<file path="src/rtl/spi_accel_responder.sv">
// SPI mode-0 accelerometer register responder: ID, X/Y/Z samples, 16 scratch bytes.
// Latency: SYNC_STAGES+1 clk from any pin change to internal reaction; miso follows sclk fall by about the same.
// Backpressure: none; SPI master paces every transfer, sample_valid during a transaction is held pending.
// Optional: define SPI_RESP_STATUS_EN to expose a data_ready status bit at address 0x0B.
`timescale 1ns/1ps
module spi_accel_responder #(
   parameter int SYNC_STAGES = 2   // must be >= 2
) (
   input  logic        clk,
   input  logic        reset,
   input  logic        sclk,
   input  logic        cs_n,
   input  logic        mosi,
   output logic        miso,
   output logic        miso_oe,
   input  logic [11:0] sample_x,
   input  logic [11:0] sample_y,
   input  logic [11:0] sample_z,
   input  logic        sample_valid,
   output logic [7:0]  power_ctl,
   output logic        reg_wr_strobe,
   output logic [5:0]  reg_wr_addr,
   output logic [7:0]  reg_wr_data,
   output logic        busy
);

   localparam logic [1:0] IDLE = 2'd0;
   localparam logic [1:0] CMD  = 2'd1;
   localparam logic [1:0] ADDR = 2'd2;
   localparam logic [1:0] DATA = 2'd3;

   localparam logic [7:0] CMD_WRITE = 8'h0A;
   localparam logic [7:0] CMD_READ  = 8'h0B;

   // The chip-select chain resets to "selected" (0) so that a cs_n held low
   // across reset never looks like a fresh falling edge; only a real high
   // period followed by a new fall starts a transaction.
   logic [SYNC_STAGES-1:0] sclk_sync, cs_sync, mosi_sync;
   logic       sclk_prev, cs_prev;
   logic       sclk_s, cs_s, mosi_s;
   logic       sclk_rise, sclk_fall, cs_fall;

   logic [1:0]  state;
   logic [2:0]  bit_cnt;
   logic [6:0]  shift_in;
   logic [7:0]  rx_byte;
   logic [7:0]  cmd;
   logic [5:0]  addr;
   logic [7:0]  shift_out;
   logic        load_pend;
   logic [7:0]  rd_data;
   logic [7:0]  scratch [16];

   logic [11:0] samp_x, samp_y, samp_z;
   logic [11:0] pend_x, pend_y, pend_z;
   logic        pend_flag;
`ifdef SPI_RESP_STATUS_EN
   logic        data_ready;
   logic        rd_clear;
`endif

   // Bring the SPI pins into the clk domain and remember last synced levels.
   always_ff @(posedge clk or posedge reset) begin
      if (reset) begin
         sclk_sync <= '0;
         cs_sync   <= '0;
         mosi_sync <= '0;
         sclk_prev <= 1'b0;
         cs_prev   <= 1'b0;
      end else begin
         sclk_sync <= {sclk_sync[SYNC_STAGES-2:0], sclk};
         cs_sync   <= {cs_sync[SYNC_STAGES-2:0], cs_n};
         mosi_sync <= {mosi_sync[SYNC_STAGES-2:0], mosi};
         sclk_prev <= sclk_s;
         cs_prev   <= cs_s;
      end
   end

   assign sclk_s    = sclk_sync[SYNC_STAGES-1];
   assign cs_s      = cs_sync[SYNC_STAGES-1];
   assign mosi_s    = mosi_sync[SYNC_STAGES-1];
   assign sclk_rise = sclk_s & ~sclk_prev;
   assign sclk_fall = ~sclk_s & sclk_prev;
   assign cs_fall   = cs_prev & ~cs_s;
   assign rx_byte   = {shift_in, mosi_s};

   assign busy      = (state != IDLE);
   // The responder only owns the line while a selected transaction is live.
   assign miso_oe   = (state != IDLE);
   assign power_ctl = scratch[4'hD];

   // Read mux over the register map; sample registers are the frozen snapshot.
   always_comb begin
      rd_data = 8'h00;
      case (addr)
         6'h00: rd_data = 8'hAD;
         6'h01: rd_data = 8'h1D;
         6'h02: rd_data = 8'hF2;
`ifdef SPI_RESP_STATUS_EN
         6'h0B: rd_data = {7'b0, data_ready};
`endif
         6'h0E: rd_data = samp_x[7:0];
         6'h0F: rd_data = {{4{samp_x[11]}}, samp_x[11:8]};
         6'h10: rd_data = samp_y[7:0];
         6'h11: rd_data = {{4{samp_y[11]}}, samp_y[11:8]};
         6'h12: rd_data = samp_z[7:0];
         6'h13: rd_data = {{4{samp_z[11]}}, samp_z[11:8]};
         default: if (addr[5:4] == 2'b10) rd_data = scratch[addr[3:0]];
      endcase
   end

   // Transaction FSM: bit capture, command/address decode, writes and miso shifting.
   always_ff @(posedge clk or posedge reset) begin
      if (reset) begin
         state         <= IDLE;
         bit_cnt       <= 3'd0;
         shift_in      <= 7'd0;
         cmd           <= 8'h00;
         addr          <= 6'd0;
         shift_out     <= 8'h00;
         load_pend     <= 1'b0;
         miso          <= 1'b0;
         reg_wr_strobe <= 1'b0;
         reg_wr_addr   <= 6'd0;
         reg_wr_data   <= 8'h00;
         for (int i = 0; i < 16; i++) scratch[i] <= 8'h00;
      end else begin
         reg_wr_strobe <= 1'b0;
         if (cs_s) begin
            // Deselect aborts everything, including a partially shifted byte.
            state     <= IDLE;
            bit_cnt   <= 3'd0;
            load_pend <= 1'b0;
            miso      <= 1'b0;
         end else begin
            if (state != IDLE && sclk_rise) begin
               shift_in <= rx_byte[6:0];
               bit_cnt  <= bit_cnt + 3'd1;
            end
            case (state)
               IDLE: begin
                  if (cs_fall) begin
                     state   <= CMD;
                     bit_cnt <= 3'd0;
                  end
               end
               CMD: begin
                  if (sclk_rise && bit_cnt == 3'd7) begin
                     cmd   <= rx_byte;
                     state <= ADDR;
                  end
               end
               ADDR: begin
                  if (sclk_rise && bit_cnt == 3'd7) begin
                     addr      <= rx_byte[5:0];
                     state     <= DATA;
                     load_pend <= (cmd == CMD_READ);
                  end
               end
               default: begin
                  if (sclk_rise && bit_cnt == 3'd7) begin
                     if (cmd == CMD_WRITE && addr[5:4] == 2'b10) begin
                        scratch[addr[3:0]] <= rx_byte;
                        reg_wr_strobe      <= 1'b1;
                        reg_wr_addr        <= addr;
                        reg_wr_data        <= rx_byte;
                     end
                     addr      <= addr + 6'd1;
                     load_pend <= (cmd == CMD_READ);
                  end else if (sclk_fall && cmd == CMD_READ) begin
                     if (load_pend) begin
                        miso      <= rd_data[7];
                        shift_out <= {rd_data[6:0], 1'b0};
                        load_pend <= 1'b0;
                     end else begin
                        miso      <= shift_out[7];
                        shift_out <= {shift_out[6:0], 1'b0};
                     end
                  end
               end
            endcase
         end
      end
   end

`ifdef SPI_RESP_STATUS_EN
   assign rd_clear = (state == DATA) && !cs_s && sclk_fall && (cmd == CMD_READ) &&
                     load_pend && (addr == 6'h0E);
`endif

   // Sample capture: live while deselected, deferred to deselect while a transaction runs.
   always_ff @(posedge clk or posedge reset) begin
      if (reset) begin
         samp_x    <= 12'd0;
         samp_y    <= 12'd0;
         samp_z    <= 12'd0;
         pend_x    <= 12'd0;
         pend_y    <= 12'd0;
         pend_z    <= 12'd0;
         pend_flag <= 1'b0;
`ifdef SPI_RESP_STATUS_EN
         data_ready <= 1'b0;
`endif
      end else begin
         if (cs_s) begin
            if (sample_valid) begin
               samp_x <= sample_x;
               samp_y <= sample_y;
               samp_z <= sample_z;
            end else if (pend_flag) begin
               samp_x <= pend_x;
               samp_y <= pend_y;
               samp_z <= pend_z;
            end
            pend_flag <= 1'b0;
`ifdef SPI_RESP_STATUS_EN
            if (sample_valid || pend_flag) data_ready <= 1'b1;
`endif
         end else begin
            if (sample_valid) begin
               pend_x    <= sample_x;
               pend_y    <= sample_y;
               pend_z    <= sample_z;
               pend_flag <= 1'b1;
            end
`ifdef SPI_RESP_STATUS_EN
            if (rd_clear) data_ready <= 1'b0;
`endif
         end
      end
   end

endmodule

</file>
<file path="config.mk">
export PLATFORM = sky130hd
export DESIGN_NAME = spi_accel_responder
export DESIGN_NICKNAME = d
export VERILOG_FILES = /design/src/rtl/spi_accel_responder.sv
export SDC_FILE = /design/constraint.sdc
export NUM_CORES = 1
export LEC_CHECK = 0
export CAP_MARGIN = 20
export CORE_ASPECT_RATIO = 1.5
export CORE_MARGIN = 8
export CORE_UTILIZATION = 55
export CTS_CLUSTER_DIAMETER = 200
export DETAILED_ROUTE_END_ITERATION = 8
export PLACE_DENSITY = 0.73
export RECOVER_POWER = 25
export SLEW_MARGIN = 15
export SYNTH_ARGS = -nofsm -noshare
export SYNTH_HDL_FRONTEND = slang
export SYNTH_SLANG_ARGS = --single-unit
</file>
<file path="constraint.sdc">
create_clock -name clk -period 9.95 [get_ports clk]
set_clock_uncertainty 0.05 [all_clocks]
set_input_delay 1.4925 -clock clk [delete_from_list [all_inputs] [get_ports clk]]
set_output_delay 1.4925 -clock clk [all_outputs]
set_load 0.01 [all_outputs]
</file>
* Word-level counts from Yosys, hierarchy flattened
Cells that the tools add are included.
** Storage, ports and cells
- Register bits :: 260
- Output and inout port bits :: 26
** Cells by class
- Add/sub/neg operators :: 2
- Order comparisons :: 2
- Equal/unequal tests :: 20
- Multiplexer cells :: 43
- Bitwise operators :: 10
- Reductions and logical operators :: 25
** Operators with widths (count)
- 128-bit bitwise mux :: 1
- 12-bit 2-to-1 mux :: 6
- 8-bit one-hot mux with 9 select lines :: 1
- 8-bit 2-to-1 mux :: 5
- 8-bit binary-select mux with 4-bit select :: 1
- 8-bit demux with 4-bit select :: 1
- 6-bit by 5-bit equality test with 1-bit output (second input constant) :: 4
- 8-bit by 4-bit equality test with 1-bit output (second input constant) :: 2
- 1-bit 2-to-1 mux :: 15
- 6-bit by 4-bit equality test with 1-bit output (second input constant) :: 2
- 3-bit 2-to-1 mux :: 4
- 6-bit 2-to-1 mux :: 2
- 6-bit one-hot mux with 2 select lines :: 1
- 3-bit AND reduction :: 4
- 4-bit AND reduction :: 3
- 3-bit inequality test (second input constant) :: 3
- 2-bit 2-to-1 mux :: 4
- 2-bit nonzero test :: 4
- 6-bit by 1-bit adder with 6-bit output (second input constant) :: 1
- 6-bit by 1-bit equality test with 1-bit output (second input constant) :: 1
- 6-bit by 2-bit equality test with 1-bit output (second input constant) :: 1
- 6-bit zero test :: 1
- 1-bit inverter :: 6
- 2-bit one-hot mux with 3 select lines :: 1
- 18 further kinds :: 28

* Logic depth before layout (Yosys ltp)
- Depth in word-level cells :: 11
- Gate-level depth with buffers :: 11
- Gate-level depth less buffers :: 7

* Least setup slack after synthesis
No wires, ideal clock.
- Kind :: input-to-reg
- Start :: input sample_valid
- End :: register samp_x[0]
- Arrival time :: 2.653 ns
- Data required time :: 9.767 ns
- Path slack :: 7.114 ns
- Cell stages on the path :: 4
- Path through :: clkbuf_1 buf_1 mux2i_1 o21ai_0
** On the way
- Cells in the longest elaborated chain, start to end :: 2
- Elaborated cells on any way between the ends :: 3
- Classes of those cells :: 1 x mux; 2 x reduce/logical
** RTL lines
- start, declared :: RTL line 19 : input logic sample_valid,
- 2-bit nonzero test (no source line)
- 2-bit AND reduction (no source line)
- end signal, assigned :: RTL line 207 : samp_x <= sample_x;
- end signal, assigned :: RTL line 211 : samp_x <= pend_x;
- end, declared :: RTL line 54 : logic [11:0] samp_x, samp_y, samp_z;
Parallel ways exist; a longest one is shown, timed or not.
A chain may end at the register's enable or synchronous reset.

==> impl_metrics.env <==
export IMPL_nFillCells=1731
export IMPL_root_buffer="clkbuf_16"
export IMPL_ir_worst_vdd_uv=124.7
export IMPL_grt_usage_pct=19.46
export IMPL_grt_max_degree=108
export IMPL_htree_levels=1
export IMPL_dieArea_sq_um=27430
export IMPL_grtUsageMet3_pct=2.781
export IMPL_multiInputGateArea_sq_um=5184
export IMPL_ys_warn_count=0
export IMPL_initial_core_util_pct=55.41
export IMPL_dp_hpwl_um=17360
export IMPL_power_switching_uw=610.9
export IMPL_critPathLaunchType="primary input"
export IMPL_synth_area_leaders="dfrtp_1, mux2_2, mux2_4"
export IMPL_first_pass_iters=5
export IMPL_drt_initial_drc_count=389
export IMPL_wl_per_cell_um=21.49
export IMPL_drc=0
export IMPL_cts_sinks=259
export IMPL_max_freq_mhz=185.4
export IMPL_clockBufferDepth=3
export IMPL_synth_cell_type_count=58
export IMPL_slew_viol_final=179
export IMPL_synthCells=896
export IMPL_ys_seq_area_share_pct=52.85
export IMPL_dieHeight_um=198.9
export IMPL_num_nets_final=964
export IMPL_worstMarginPinSlew_ps=4684
export IMPL_holdBufCountCts=0
export IMPL_port_buffer_count=67
export IMPL_power_mw=2.399
export IMPL_cts_tree="done"
export IMPL_ff_latch_area_sq_um=6482
export IMPL_post_route_period_util_pct=54.21
export IMPL_drive_above_1_share_pct=29.06
export IMPL_p_leak_nw=6.218
export IMPL_yosysTopAreaCellShare_pct=52.85
export IMPL_outcome="finished with violations"
export IMPL_combPwrFrac_pct=7.8
export IMPL_finalHoldViolCount=0
export IMPL_viasPerCell=5.974
export IMPL_whs_ps=302.7
export IMPL_pwr_share_seq_pct=51.5
export IMPL_grt_pass1_vias=7575
export IMPL_p_int_mw=1.788
export IMPL_numCtsBuffers=25
export IMPL_min_period_ps=5394
export IMPL_ant_nets=0
export IMPL_cts_resized=0
export IMPL_maxCapViolCount=3
export IMPL_clk_pin_slew_ps=60
export IMPL_rsz0062_at_grt="no"
export IMPL_grt_pass1_wl_um=41770
export IMPL_avgSynthCellArea_sq_um=13.69
export IMPL_coreArea_sq_um=22130
export IMPL_rows=67
export IMPL_synth_most_common_cell="dfrtp_1"
export IMPL_ys_dominant_reg_cell="dfrtp_1"
export IMPL_swShare_pct=25.46
export IMPL_end_kind="async pin"
export IMPL_critical_path_class="primary input to async pin"
export IMPL_gp_congestion=0.8775
export IMPL_die_w_um=137.9
export IMPL_vias=7199
export IMPL_r2r_setup_slack_ps=6200
export IMPL_timing_slew_headroom_pct=-214.0
export IMPL_clkPwrFrac_pct=40.7
export IMPL_report_final_setup_viol=0
export IMPL_post_cts_setup_buffer_count=0
export IMPL_io_pins=68
export IMPL_powerDensity_nw_per_um2=176.0
export IMPL_grt_overflow=0
export IMPL_clock_latency_ps=520
export IMPL_arrival_ps=5820
export IMPL_met2_usage_pct=33.61
export IMPL_grt_antenna_before_repair=0
export IMPL_synth_seq_cells=259
export IMPL_synth_nets=949
export IMPL_async_reset_ff_share_pct=100.0
export IMPL_grtUsageMet1_pct=24.37
export IMPL_synth_edf_count=0
export IMPL_violations="capacitance limit, slew limit"
export IMPL_finalSetupTns_ps=0
export IMPL_synth_top_area_cell="dfrtp_1"
export IMPL_routed_wl_um=25900
export IMPL_grt_busiest_layer="met2"
export IMPL_synth_common_cells="dfrtp_1, mux2_2, mux2_4"
export IMPL_area_growth_syn_to_layout_pct=11.14
export IMPL_synth_area_sq_um=12260
export IMPL_crit_fanout=107
export IMPL_hp_class="flip-flop to flip-flop"
export IMPL_required_ps=10370
export IMPL_antennaDiodeCount=0
==> layout make-up <==
cell class / instances / share of cell area [%]
timing repair buffer: 76 / 5.325
clock inverter: 11 / 1.001
clock buffer: 34 / 5.205
multi-input combinational: 537 / 38.03
sequential: 259 / 47.56
inverter: 12 / 0.3397
tap: 276 / 2.534
==> metal layers <==
metal	wire [um]	share of wire, %
met2	13520	52
met3	1043	4.0
met4	797	3.1
met1	10540	41
met5	0	0
==> layout by cell type (no fill, tap or decap), types with 6 or more instances in the layout <==
| cell | n |
|---|---|
| a21oi_1 | 10 |
| a22o_1 | 6 |
| a22oi_1 | 13 |
| and3_1 | 11 |
| buf_4 | 7 |
| clkbuf_1 | 6 |
| clkbuf_16 | 25 |
| clkdlybuf4s50_1 | 62 |
| clkinv_2 | 6 |
| dfrtp_1 | 258 |
| ha_1 | 11 |
| inv_1 | 11 |
| mux2_1 | 20 |
| mux2_2 | 117 |
| mux2_4 | 56 |
| mux2i_1 | 46 |
| mux4_2 | 32 |
| nand2_1 | 53 |
| nand3_1 | 20 |
| nor2_1 | 18 |
| nor2b_1 | 7 |
| nor3_1 | 9 |
| o21ai_0 | 47 |
==> worst max-delay path, cell delays in order <==
cell and delay, ps:
dlygate4sd3_1 550, clkinvlp_2 2560, buf_4 1040
==> logic make-up after synthesis <==
| kind of cell | share of synthesized area (%) |
|---|---|
| mux | 29.07 |
| flops | 52.85 |
| simple gates | 6.969 |
| buf+inv | 4.959 |
| compound gates | 5.030 |
| fa+ha+maj | 1.122 |
==> state kept, by name (all words and copies together) (netlist names), 7 cells and up <==
| signal | cells |
|---|---|
| pend_z | 12 |
| power_ctl | 8 |
| samp_z | 12 |
| scratch | 120 |
| shift_out | 7 |
| cmd | 8 |
| reg_wr_data | 8 |
| samp_x | 12 |
| samp_y | 12 |
| shift_in | 7 |
| pend_y | 12 |
| pend_x | 12 |
==> through the flow <==
| stage | setup WS (ps) | util, % | instance area [sq um] | std cells |
|---|---|---|---|---|
| after global routing | 3770 | 61.58 | 13630 | 1205 |
| after CTS | 6473 | 61.71 | 13660 | 1205 |
| after global placement | 6270 | 57.89 | 12810 | 1160 |
| after detailed placement | 6265 | 57.89 | 12810 | 1160 |
| final | 4556 | 61.58 | 13630 | 1205 |
| after floorplan | 1281 | - | 12260 | 896 |
==> worst paths after layout <==
path	startpoint	end	cells past startpoint
setup / recovery	reset	addr[0]	3
hold / removal	sclk_sync[0]	sclk_sync[1]	0
setup reg to reg	cmd[5]	scratch[50]	6
hold reg to reg	sclk_sync[0]	sclk_sync[1]	0
max in group clk	sample_valid	pend_y[5]	4
min in group asynchronous	reset	reg_wr_data[4]	2
==> power groups by stage <==
stage	Combinational (mW)	Clock, mW	Sequential, mW
floorplan	0.184	0	1.16
global placement	0.185	0	1.25
detailed placement	0.190	0	1.25
CTS	0.191	0.995	1.23
global route	0.213	1.03	1.24
finish	0.188	0.976	1.23
No activity file was read; power rests on OpenSTA's default activity.
